File: config.mk
export PLATFORM = sky130hd
export DESIGN_NAME = div_unit
export DESIGN_NICKNAME = d
export VERILOG_FILES = /design/src/rtl/div_unit.sv
export SDC_FILE = /design/constraint.sdc
export NUM_CORES = 1
export LEC_CHECK = 0
export CAP_MARGIN = 40
export CORE_MARGIN = 4
export CORE_UTILIZATION = 40
export CTS_BUF_LIST = sky130_fd_sc_hd__clkbuf_8
export DETAILED_ROUTE_END_ITERATION = 7
export GPL_ROUTABILITY_DRIVEN = 0
export GPL_TIMING_DRIVEN = 0
export PLACE_DENSITY = 0.61
export SKIP_LAST_GASP = 1
export SLEW_MARGIN = 40
export SYNTH_ARGS = -nofsm -noshare
export SYNTH_HDL_FRONTEND = slang
export SYNTH_SLANG_ARGS = --single-unit
File: constraint.sdc
create_clock -name clk -period 17.04 [get_ports clk]
set_clock_uncertainty 0.15 [all_clocks]
set_input_delay 1.704 -clock clk [delete_from_list [all_inputs] [get_ports clk]]
set_output_delay 1.704 -clock clk [all_outputs]
set_load 0.02 [all_outputs]
File: src/rtl/div_unit.sv
// -----------------------------------------------------------------------------
// div_unit
//   Iterative radix-2 restoring divider for the DIV/DIVU/REM/REMU operations of
//   the EX stage. It produces one quotient bit per cycle. The latency is fixed
//   for every operand pair, including divide-by-zero and signed overflow.
//
// Ports
//   clk        in   1           rising-edge clock
//   rst        in   1           asynchronous active-high reset
//   start      in   1           request; honoured only in IDLE or DONE
//   operation  in   5           alu_operation_t code; only the four divide ops accepted
//   dividend   in   DATA_WIDTH  rs1 value, sampled with start
//   divisor    in   DATA_WIDTH  rs2 value, sampled with start
//   flush      in   1           synchronous abort; wins over start
//   busy       out  1           high while iterating (EX stage stalls)
//   done       out  1           one-cycle pulse, result valid
//   result     out  DATA_WIDTH  quotient or remainder; held until the next completion
// -----------------------------------------------------------------------------
module div_unit #(
  parameter int         DATA_WIDTH = 32,
  parameter int         CNT_WIDTH  = $clog2(DATA_WIDTH) + 1,
  parameter logic [4:0] OP_DIV     = 5'd12,
  parameter logic [4:0] OP_DIVU    = 5'd13,
  parameter logic [4:0] OP_REM     = 5'd14,
  parameter logic [4:0] OP_REMU    = 5'd15
) (
  input  logic                  clk,
  input  logic                  rst,
  input  logic                  start,
  input  logic [4:0]            operation,
  input  logic [DATA_WIDTH-1:0] dividend,
  input  logic [DATA_WIDTH-1:0] divisor,
  input  logic                  flush,
  output logic                  busy,
  output logic                  done,
  output logic [DATA_WIDTH-1:0] result
);

  localparam logic [DATA_WIDTH-1:0]  INT_MIN  = {1'b1, {(DATA_WIDTH-1){1'b0}}};
  localparam logic [DATA_WIDTH-1:0]  ALL_ONES = '1;
  localparam logic [CNT_WIDTH-1:0]   LAST_IT  = CNT_WIDTH'(DATA_WIDTH - 1);

  typedef enum logic [1:0] {IDLE, CALC, DONE} state_t;

  // Two's-complement magnitude of a signed operand. INT_MIN maps onto itself,
  // which is the correct unsigned magnitude 2^(W-1).
  function automatic logic [DATA_WIDTH-1:0] magnitude(input logic signed [DATA_WIDTH-1:0] v);
    magnitude = v[DATA_WIDTH-1] ? DATA_WIDTH'(-v) : DATA_WIDTH'(v);
  endfunction

  // Restores the sign of an unsigned quotient or remainder magnitude.
  function automatic logic signed [DATA_WIDTH-1:0] apply_sign(input logic [DATA_WIDTH-1:0] mag,
                                                              input logic neg);
    logic signed [DATA_WIDTH-1:0] s;
    s = $signed(mag);
    apply_sign = neg ? -s : s;
  endfunction

  state_t                 state;
  logic [DATA_WIDTH-1:0]  rem_q;
  logic [DATA_WIDTH-1:0]  quo_q;
  logic [DATA_WIDTH-1:0]  div_q;
  logic [DATA_WIDTH-1:0]  dvd_raw;
  logic [CNT_WIDTH-1:0]   cnt;
  logic                   is_rem;
  logic                   neg_q;
  logic                   neg_r;
  logic                   div_zero;
  logic                   ovf;

  // Request decode
  logic                         op_valid;
  logic                         op_signed;
  logic                         op_rem;
  logic signed [DATA_WIDTH-1:0] dvd_s;
  logic signed [DATA_WIDTH-1:0] dvs_s;
  logic                         dvd_neg;
  logic                         dvs_neg;

  assign op_valid  = (operation == OP_DIV) || (operation == OP_DIVU) ||
                     (operation == OP_REM) || (operation == OP_REMU);
  assign op_signed = (operation == OP_DIV) || (operation == OP_REM);
  assign op_rem    = (operation == OP_REM) || (operation == OP_REMU);
  assign dvd_s     = $signed(dividend);
  assign dvs_s     = $signed(divisor);
  assign dvd_neg   = op_signed & dividend[DATA_WIDTH-1];
  assign dvs_neg   = op_signed & divisor[DATA_WIDTH-1];

  // One restoring step. The shifted remainder needs W+1 bits because it can
  // reach 2*divisor-1 before the subtraction.
  logic [DATA_WIDTH:0]   rem_sh;
  logic [DATA_WIDTH:0]   rem_diff;
  logic                  rem_ge;
  logic [DATA_WIDTH-1:0] rem_nxt;
  logic [DATA_WIDTH-1:0] quo_nxt;

  assign rem_sh   = {rem_q, quo_q[DATA_WIDTH-1]};
  assign rem_diff = rem_sh - {1'b0, div_q};
  assign rem_ge   = (rem_sh >= {1'b0, div_q});
  assign rem_nxt  = rem_ge ? rem_diff[DATA_WIDTH-1:0] : rem_sh[DATA_WIDTH-1:0];
  assign quo_nxt  = {quo_q[DATA_WIDTH-2:0], rem_ge};

  // Final value taken on the CALC->DONE edge from the last step's output.
  logic [DATA_WIDTH-1:0] final_res;

  always_comb begin
    final_res = '0;
    if (div_zero)
      final_res = is_rem ? dvd_raw : ALL_ONES;
    else if (ovf)
      final_res = is_rem ? '0 : INT_MIN;
    else if (is_rem)
      final_res = apply_sign(rem_nxt, neg_r);
    else
      final_res = apply_sign(quo_nxt, neg_q);
  end

  // Control FSM and iteration datapath
  always_ff @(posedge clk or posedge rst) begin
    if (rst) begin
      state    <= IDLE;
      busy     <= 1'b0;
      done     <= 1'b0;
      result   <= '0;
      rem_q    <= '0;
      quo_q    <= '0;
      div_q    <= '0;
      dvd_raw  <= '0;
      cnt      <= '0;
      is_rem   <= 1'b0;
      neg_q    <= 1'b0;
      neg_r    <= 1'b0;
      div_zero <= 1'b0;
      ovf      <= 1'b0;
    end else if (flush) begin
      state <= IDLE;
      busy  <= 1'b0;
      done  <= 1'b0;
    end else begin
      case (state)
        IDLE, DONE: begin
          done <= 1'b0;
          if (start && op_valid) begin
            state    <= CALC;
            busy     <= 1'b1;
            rem_q    <= '0;
            quo_q    <= op_signed ? magnitude(dvd_s) : dividend;
            div_q    <= op_signed ? magnitude(dvs_s) : divisor;
            dvd_raw  <= dividend;
            cnt      <= '0;
            is_rem   <= op_rem;
            neg_q    <= dvd_neg ^ dvs_neg;
            neg_r    <= dvd_neg;
            div_zero <= (divisor == '0);
            ovf      <= op_signed && (dividend == INT_MIN) && (divisor == ALL_ONES);
          end else begin
            state <= IDLE;
          end
        end
        CALC: begin
          rem_q <= rem_nxt;
          quo_q <= quo_nxt;
          cnt   <= cnt + 1'b1;
          if (cnt == LAST_IT) begin
            state  <= DONE;
            busy   <= 1'b0;
            done   <= 1'b1;
            result <= final_res;
          end
        end
        default: begin
          state <= IDLE;
          busy  <= 1'b0;
          done  <= 1'b0;
        end
      endcase
    end
  end

endmodule

* Yosys cells after proc, flatten, opt, wreduce, memory -nomap -nowiden
Cells that the tools add are included.
** Cells by class
- $add $sub $neg :: 6
- Order comparisons :: 1
- Equality and inequality tests :: 12
- Muxes and demuxes :: 29
- Bitwise operators :: 4
- Reductions and logical operators :: 16
** Operators by type and width (count)
- 32-bit 2-to-1 mux :: 14
- 32-bit negator :: 4
- 32-bit case mux with 2 select lines :: 2
- 32-bit == test (second input constant) :: 2
- 33-bit by 32-bit greater-or-equal comparator with 1-bit output :: 1
- 32-bit logical NOT :: 1
- 32-bit subtractor :: 1
- 5-bit by 4-bit == test with 1-bit output (second input constant) :: 4
- 6-bit case mux with 2 select lines :: 1
- 3-bit AND reduction :: 3
- 1-bit 2-to-1 mux :: 7
- 6-bit by 1-bit adder with 6-bit output (second input constant) :: 1
- 6-bit by 5-bit == test with 1-bit output (second input constant) :: 1
- 6-bit 2-to-1 mux :: 1
- 3-bit inequality test (second input constant) :: 2
- 1-bit logical OR :: 5
- 2-bit 2-to-1 mux :: 2
- 2-bit case mux with 2 select lines :: 1
- 1-bit logical AND :: 3
- 1-bit AND :: 2
- 2-bit by 1-bit == test with 1-bit output (second input constant) :: 1
- 2-bit == test (second input constant) :: 1
- 2-bit logical NOT :: 1
- 2-bit inequality test (second input constant) :: 1
- other kinds (6) :: 6
** Word-level totals
- Register bits :: 175
- Input bits :: 73
- Output and inout port bits :: 34
- Logic and storage cells :: 82

* Depth between registers and ports, before layout
Gate-level depths: netlist (run 1).
- Word-level depth :: 8
- Gate-level depth with buffers :: 24
- Depth with buffers taken out :: 19

* Worst setup path after synthesis (run 1)
OpenSTA, ideal clock, no wires.
- Kind :: reg-to-reg
- Start point :: register rem_q[8]
- End point :: register result[28]
- Library setup time :: 0.128 ns
- Data arrival time :: 5.001 ns
- Required time :: 16.762 ns
- Path slack :: 11.761 ns
- Cell stages (with the launch flop) :: 23
- Buffers on the path :: 5
- Period minus slack after synthesis :: 5.279 ns
- Cell sequence :: dfrtp_1 -> ha_1 -> buf_6 -> and4_4 -> nor2b_1 -> o211ai_1 -> a21bo_1 -> buf_6 -> nand2_4 -> clkbuf_1 -> clkbuf_1 -> clkbuf_1 -> mux2i_1 -> ha_1 -> nand2_1 -> or2_2 -> nor3_1 -> nor4b_1 -> a31oi_1 -> or2_2 -> o41ai_1 -> a32o_1 -> nor3_1
** On the way
- Cells in the longest elaborated chain, start to end :: 7
- Elaborated cells on any way between the ends :: 10
- Those cells by class :: add/sub (3); order compare (1); mux (6)
** Ends and longest elaborated chain
- from (decl) :: RTL line 60 : logic [DATA_WIDTH-1:0] rem_q;
- from (signal assigned) :: RTL line 161 : rem_q <= rem_nxt;
- 32-bit subtractor or 33-bit by 32-bit greater-or-equal comparator with 1-bit output (tied branches) :: RTL line 98, 99
- 32-bit 2-to-1 mux :: RTL line 100 : assign rem_nxt = rem_ge ? rem_diff[DATA_WIDTH-1:0] : rem_sh[DATA_WIDTH-1:0];
- 32-bit negator :: RTL line 56 : apply_sign = neg ? -s : s;
- 32-bit 2-to-1 mux :: RTL line 56
- 32-bit 2-to-1 mux * :: RTL line 112 : else if (is_rem)
- 32-bit 2-to-1 mux * :: RTL line 110 : else if (ovf)
- 32-bit 2-to-1 mux * :: RTL line 108 : if (div_zero)
- to (signal assigned) :: RTL line 168 : result <= final_res;
- to (decl) :: RTL line 36 : output logic [DATA_WIDTH-1:0] result
Mark *: on every way between the ends. The rest lies on a longest branch, timed or not.
A chain may end at the register's enable or synchronous reset.

* Final worst setup path (run 1)
- Start point :: register rem_q[15]
- End point :: register result[28]
The elaborated chain is that of the path after synthesis.

==> results of run 1 <==
-- layer usage --
| layer | global-route usage (%) | part of all wire (%) | up-vias |
|---|---|---|---|
| met1 | 39.5 | 46 | 6559 |
| met3 | 5.73 | 9.0 | 94 |
| met2 | 39.4 | 42 | 639 |
| met4 | 8.12 | 3.2 | 0 |
| li1 | - | - | 6381 |
| met5 | 0 | 0 | - |
-- worst paths after layout --
kind                           start  slack, ns  cells past startpoint          to
hold / removal             result[4]       0.33                      2   result[4]
max in group asynchronous        rst      14.29                      4  result[18]
min in group asynchronous        rst       1.45                      2      cnt[3]
hold reg to reg            result[4]       0.33                      2   result[4]
setup reg to reg           rem_q[15]       9.69                     22  result[28]
setup / recovery           rem_q[15]       9.69                     22  result[28]
-- worst max-delay path: cells and delay by family, from the launching register on --
family                     cells  cell delay [ns]
AOI/OAI and AO/OA              5             1.12
adders and majority gates      2             0.61
buffers and inverters          5             2.25
DFF                            1             0.46
muxes                          1             0.48
and+or+nand+nor                9             2.13
-- per-stage QoR --
stage	instances	total power [mW]	util, %
after detailed placement	2265	1.42	45.7
after global placement	2262	1.41	45.4
final	2297	1.74	46.9
after global routing	2297	1.85	46.9
after CTS	2296	1.72	46.8
after floorplan	1714	1.15	-
-- area by class of cell --
| class | instances | area, um^2 | area share, % |
|---|---|---|---|
| Clock inverter | 12 | 121 | 0.796 |
| Sequential cell | 175 | 4380 | 28.7 |
| Inverter | 58 | 225 | 1.48 |
| Timing Repair Buffer | 110 | 1130 | 7.42 |
| Multi-Input combinational cell | 1377 | 8130 | 53.3 |
| Tap cell | 442 | 553 | 3.63 |
| Buffer | 104 | 448 | 2.94 |
| Clock buffer | 19 | 262 | 1.71 |
-- sequential cells by signal (all words and copies together) (netlist names), 2 cells and up --
| signal | cells |
|---|---|
| div_q | 32 |
| dvd_raw | 32 |
| quo_q | 32 |
| rem_q | 32 |
| result | 32 |
| cnt | 6 |
| state | 2 |
-- where the power goes --
part	leakage [nW]	switching (mW)	total [mW]	internal, mW
registers	2.30	0.0861	0.566	0.480
clock network	0.198	0.164	0.299	0.136
logic	3.95	0.560	0.878	0.318
-- cell usage in the layout (no fill, tap or decap), types with 6 or more instances in the layout --
cell type,count
nor2_1,131
buf_2,14
a21o_1,17
a221oi_1,7
o21ai_0,190
o41ai_1,12
buf_6,6
or2_2,7
o21a_1,11
xor2_1,54
a21oi_1,124
inv_1,58
nor4_1,21
and3_1,10
xnor2_1,77
or4_1,12
o211ai_1,15
ha_1,38
clkbuf_8,19
dfrtp_1,175
nand4_1,22
clkdlybuf4s50_1,106
clkbuf_1,80
a211oi_1,8
o31ai_1,28
nand2_1,303
nor3_1,37
mux2i_1,19
or3_1,24
nand3_1,61
a31oi_1,20
nand2b_1,13
-- cells by family (layout without fill, tap and decap cells) --
logic type / count (synthesis) / in the layout
AOI/OAI and AO/OA: 514 / 514
xor gates and xnor gates: 131 / 131
adders and majority gates: 39 / 39
buffers and inverters: 162 / 303
DFF: 175 / 175
muxes: 23 / 23
and+or+nand+nor: 670 / 670
==> summary.md, run 1 <==
| Metric | Value |
|---|---|
| Number of synthesized flops with an enable pin | 0 |
| Via count | 13700 |
| Failing checks | design-rule violations |
| Yosys warnings | 0 |
| Post-synthesis compound-gate area fraction | about 24% |
| Final Cycle Share | 43.1% |
| Area Overhead vs Synth | 15.8% |
| Post-synthesis cell area | 13200 um^2 |
| Syn_nets | 1826 |
| Core area | 32500 um^2 |
| Sink Count | 175 |
| Vias in the first global route | 12800 |
| Fmax | 136 MHz |
| Grt ovf | 0 |
| Final hold vios | 0 |
| Drt first pass iters | 8 |
| Synth area leaders | dfrtp_1, nand2_1, o21ai_0 |
| Starting DRT DRC Count | 1404 |
| Setup Fix Bufs, Post-CTS | 0 |
| Simple-Gate Fraction of Synth Area | 23.1% |
| Worst path max stage delay | 0.61 ns |
| Fin area | 15300 um^2 |
| Area leader, netlist | dfrtp_1 |
| Yosys cell types | 83 |
| Initial core utilization | 40.5% |
| Bufs on Longest Clock Path | 2 |
| Worst hold margin | 0.330 ns |
| Routed Wire Length | 48.8 mm |
| Top-count cell post-synth | nand2_1 |
| Startpoint Class | flip-flop |
| Least-Margin Pin Slew | 0.829 ns |
| Run status | finished, violations left |
| RSZ-0062 raised after global routing | false |
| XOR/XNOR share of the synthesized area | 8.71% |
| Worst-path clk slew | 0.10 ns |
| Nets | 1955 |
| Htree depth | 4 |
| Rel. slew slack | roughly 45% |
| IO Pins | approximately 110 |
| Mux cell area share after synthesis | about 1.8% |
| Placed instance area | 14900 um^2 |
| Adder-Cell Fraction of Synth Area | 3.76% |
| Fraction of registers with async set or reset after synthesis | 100% |
| Kind of critical path | flip-flop to flip-flop |
| Drt wl/cell | 21.2 um |
| CP Capture Type | flip-flop |
| Largest family of logic cells by synthesized area | compound AO/OA/AOI/OAI gates |
| Most frequent cells after synthesis | nand2_1, o21ai_0, dfrtp_1 |
| # DRC | 1 |
| Worst path cell trace | ha_1, clkbuf_1, nand4_1, nor4_1, a31oi_1, o31a_1, buf_2, nand2_4, clkbuf_1, clkbuf_1, clkbuf_1, mux2i_1, ha_1, nand2_1, or2_2, nor3_1, nor4b_1, a31oi_1, or2_2, o41ai_1, a32o_1, nor3_1 |
| Leakage power | 6.45 nW |
| Drt via density | 5.95 |
| Syn Inst Count | 1714 |
| Fill cells | 3352 |
| Largest net degree at the start of global routing | 67 |
| Clock Latency Late Sink | 0.50 ns |
| Fin crit period | approximately 7.4 ns |
| Mapped Avg Cell Area | 7.68 um^2 |
| Total GRT Usage | 26.8% |
| CTS tree | built |
| Final setup fails | 0 |
| Hold Buf Count CTS | 0 |
| Layout cells sized above 1 | ~4.7% |
| Port Buffers | 106 |
| Die width | 189 um |
| Post-detail-place hpwl | roughly 39 mm |
| FP Rows | 66 |
| CTS buffer count | 17 |
| Fin worst setup slack | 9.69 ns |
| Post-synthesis sequential area ratio | about a third |
| Pre-CTS setup slack | between 9 and 10 ns |
| Initial antenna violation count | 0 |
| Peak VDD IR | 0.0000548 V |
| Max-cap violation count | 0 |
| Antenna Nets Post-Route | 0 |
| Top_reg_cell synth | dfrtp_1 |
| Most frequent CP cell | clkbuf_1 |
| CP max stage cell | clkbuf_1 |
| Critical Path Fanout Max | 10 |
| Crit path arrival time | 7.57 ns |
| Root buf cell | clkbuf_8 |
| First-pass GRT wire length | ~75 mm |
| Die H | 189 um |
| Synthesized flop and latch total | 175 |
| Setup TNS | 0 ns |
| Pwr dens | 114 nW/um^2 |
| Class of the most critical hold timing path | flip-flop to flip-flop |
| Max Transition Viols Final | 0 |
| Die area | 35900 um^2 |
| CP required | 17.26 ns |
| Top-area cell type share of the netlist area | 33.3% |
| Resized cells post-CTS | 0 |
| Ant diodes | 0 |
(Power assumes the default switching activity.)
==> run 2: changes to the inputs <==
Clock period 17.04 ns to 7.6 ns, I/O delays scaled along.
==> run 2 against run 1 <==
  * The run now ends clean
  * Critical path depth unchanged
  * Design area about the same
  * First-iteration DRC count up 4.3%
  * Maximum frequency up 6.3%
  * Die area unchanged
  * Non-clock buffer count unchanged
  * Count of clock-buffer cells in the layout unchanged
  * Core utilization about the same
  * Global-route usage unchanged
  * Clock power up 120%
  * Register-to-register slack worse by 9.0 ns
  * Largest power group unchanged
==> summary.md, run 2 (synthesized netlist as in run 1, its figures left out) <==
| Metric | Value |
|---|---|
| Run status | finished clean |
| Final setup fails | 0 |
| Die area | ~36000 um^2 |
| Logic pwr share | about half |
| Fin worst setup slack | 0.684 ns |
| Class of the most critical hold timing path | flip-flop to flip-flop |
| Worst path cell trace | ha_1, clkbuf_1, nand4_1, nor4_1, a31oi_1, o31a_1, buf_2, nand2_4, clkbuf_1, clkbuf_2, clkbuf_2, mux2i_1, ha_1, nand2_1, or2_2, nor3_1, nor4b_1, a31oi_1, or2_2, o41ai_1, a32o_1, nor3_1 |
| Switch share | 46.5% |
| Most frequent cells in the layout | nand2_1, o21ai_0, dfrtp_1 |
| CP max stage cell | clkbuf_1 |
| Initial antenna violation count | 0 |
| Setup TNS | 0 ns |
| FP Rows | between 60 and 70 |
| # DRC | 0 |
| CP Capture Type | flip-flop |
| Rel. slew slack | 45.4% |
| Antenna Nets Post-Route | 0 |
| Max-cap violation count | 0 |
| Setup Fix Bufs, Post-CTS | 0 |
| Root buf cell | clkbuf_8 |
| Worst-path clk slew | 0.11 ns |
| Drt first pass iters | 5 |
| Total GRT Usage | between 20 and 30% |
| Critical Path Fanout Max | 10 |
| Initial core utilization | around 40% |
| Max Transition Viols Final | 0 |
| Area Overhead vs Synth | 15.8% |
| Core area | 32500 um^2 |
| Pre-CTS setup slack | just under 0.5 ns |
| CTS buffer count | 17 |
| Startpoint Class | flip-flop |
| Fmax | 145 MHz |
| Die H | 189 um |
| Sequential power share | 32.5% |
| Drt via density | just under 6 |
| Clock power frac | 17.1% |
| Hold Buf Count CTS | 0 |
| Sink Count | about 180 |
| Clock Latency Late Sink | roughly 0.5 ns |
| Peak VDD IR | 0.000123 V |
| Ant diodes | 0 |
| Via count | 13700 |
| Least-Margin Pin Slew | 0.819 ns |
| CP required | just under 8 ns |
| Post-Route Utilization | 46.9% |
| Most common cell after layout, fill and taps aside | nand2_1 |
| Psw | 1.82 mW |
| RSZ-0062 raised after global routing | false |
| Drt wl/cell | around 21 um |
| Fin area | approximately 15000 um^2 |
| Fill cells | 3350 |
| Starting DRT DRC Count | 1464 |
| Grt ovf | 0 |
| Int Power | 2.09 mW |
| First-pass GRT wire length | 75.3 mm |
| Post-detail-place hpwl | 38.8 mm |
| Kind of critical path | flip-flop to flip-flop |
| Placed instance area | roughly 15000 um^2 |
| Die width | 189 um |
| Final cell count without fillers | 2297 |
| Final hold vios | 0 |
| Resized cells post-CTS | 0 |
| Worst hold margin | 0.329 ns |
| Leakage power | 6.45 nW |
| Worst path max stage delay | 0.53 ns |
| Pwr dens | 256 nW/um^2 |
| Fin crit period | between 6 and 7 ns |
| Placed insts | roughly 2300 |
| Htree depth | 4 |
| Vias in the first global route | about 13000 |
| Routed Wire Length | just under 50 mm |
| Crit path arrival time | 7.13 ns |
| Nets | 1955 |
| Final Power | approximately 4 mW |
| Port Buffers | 106 |
| Largest net degree at the start of global routing | 67 |
| IO Pins | 107 |
| Final Cycle Share | 91.0% |
| Bufs on Longest Clock Path | 2 |
| CTS tree | built |
| Layout cells sized above 1 | 4.80% |
run 2: metal layers:
layer	routed length (um)	global-route usage, %	part of all wire, %	vias to the layer above
li1	-	-	-	6376
met1	21900	39.5	45	6549
met2	20600	39.4	42	679
met3	4770	5.73	9.8	96
met4	1520	8.12	3.1	0
met5	0	0	0	-
run 2: final cells by class:
cell class | count | area, um^2 | share of cell area (%)
Multi-Input combinational cell | 1377 | 8130 | 53.3
Clock buffer | 19 | 262 | 1.71
Sequential cell | 175 | 4380 | 28.7
Timing Repair Buffer | 110 | 1130 | 7.42
Inverter | 58 | 225 | 1.48
Clock inverter | 12 | 121 | 0.796
Buffer | 104 | 450 | 2.95
Tap cell | 442 | 553 | 3.63
run 2: power by group through the flow:
| stage | clock network (mW) | registers [mW] | logic, mW |
|---|---|---|---|
| 2_1_floorplan | 0 | 1.20 | 1.37 |
| 3_3_place_gp | 0 | 1.27 | 1.89 |
| 3_5_place_dp | 0 | 1.28 | 1.91 |
| 4_1_cts | 0.674 | 1.26 | 1.92 |
| 5_1_grt | 0.715 | 1.28 | 2.16 |
| 6_report | 0.669 | 1.27 | 1.97 |
run 2: final timing paths:
path,from,endpoint,slack (ns),cells past startpoint
max in group asynchronous,rst,result[18],5.79,4
min in group asynchronous,rst,cnt[3],0.51,2
setup reg to reg,rem_q[15],result[28],0.68,22
setup / recovery,rem_q[15],result[28],0.68,22
hold / removal,result[4],result[4],0.33,2
hold reg to reg,result[4],result[4],0.33,2
run 2: critical path: cells and delay by family (launching register included):
family	cells	cell delay [ns]
mux	1	0.45
compound gates	5	1.11
simple gates	9	2.14
buf+inv	5	1.84
fa+ha+maj	2	0.61
flops	1	0.46
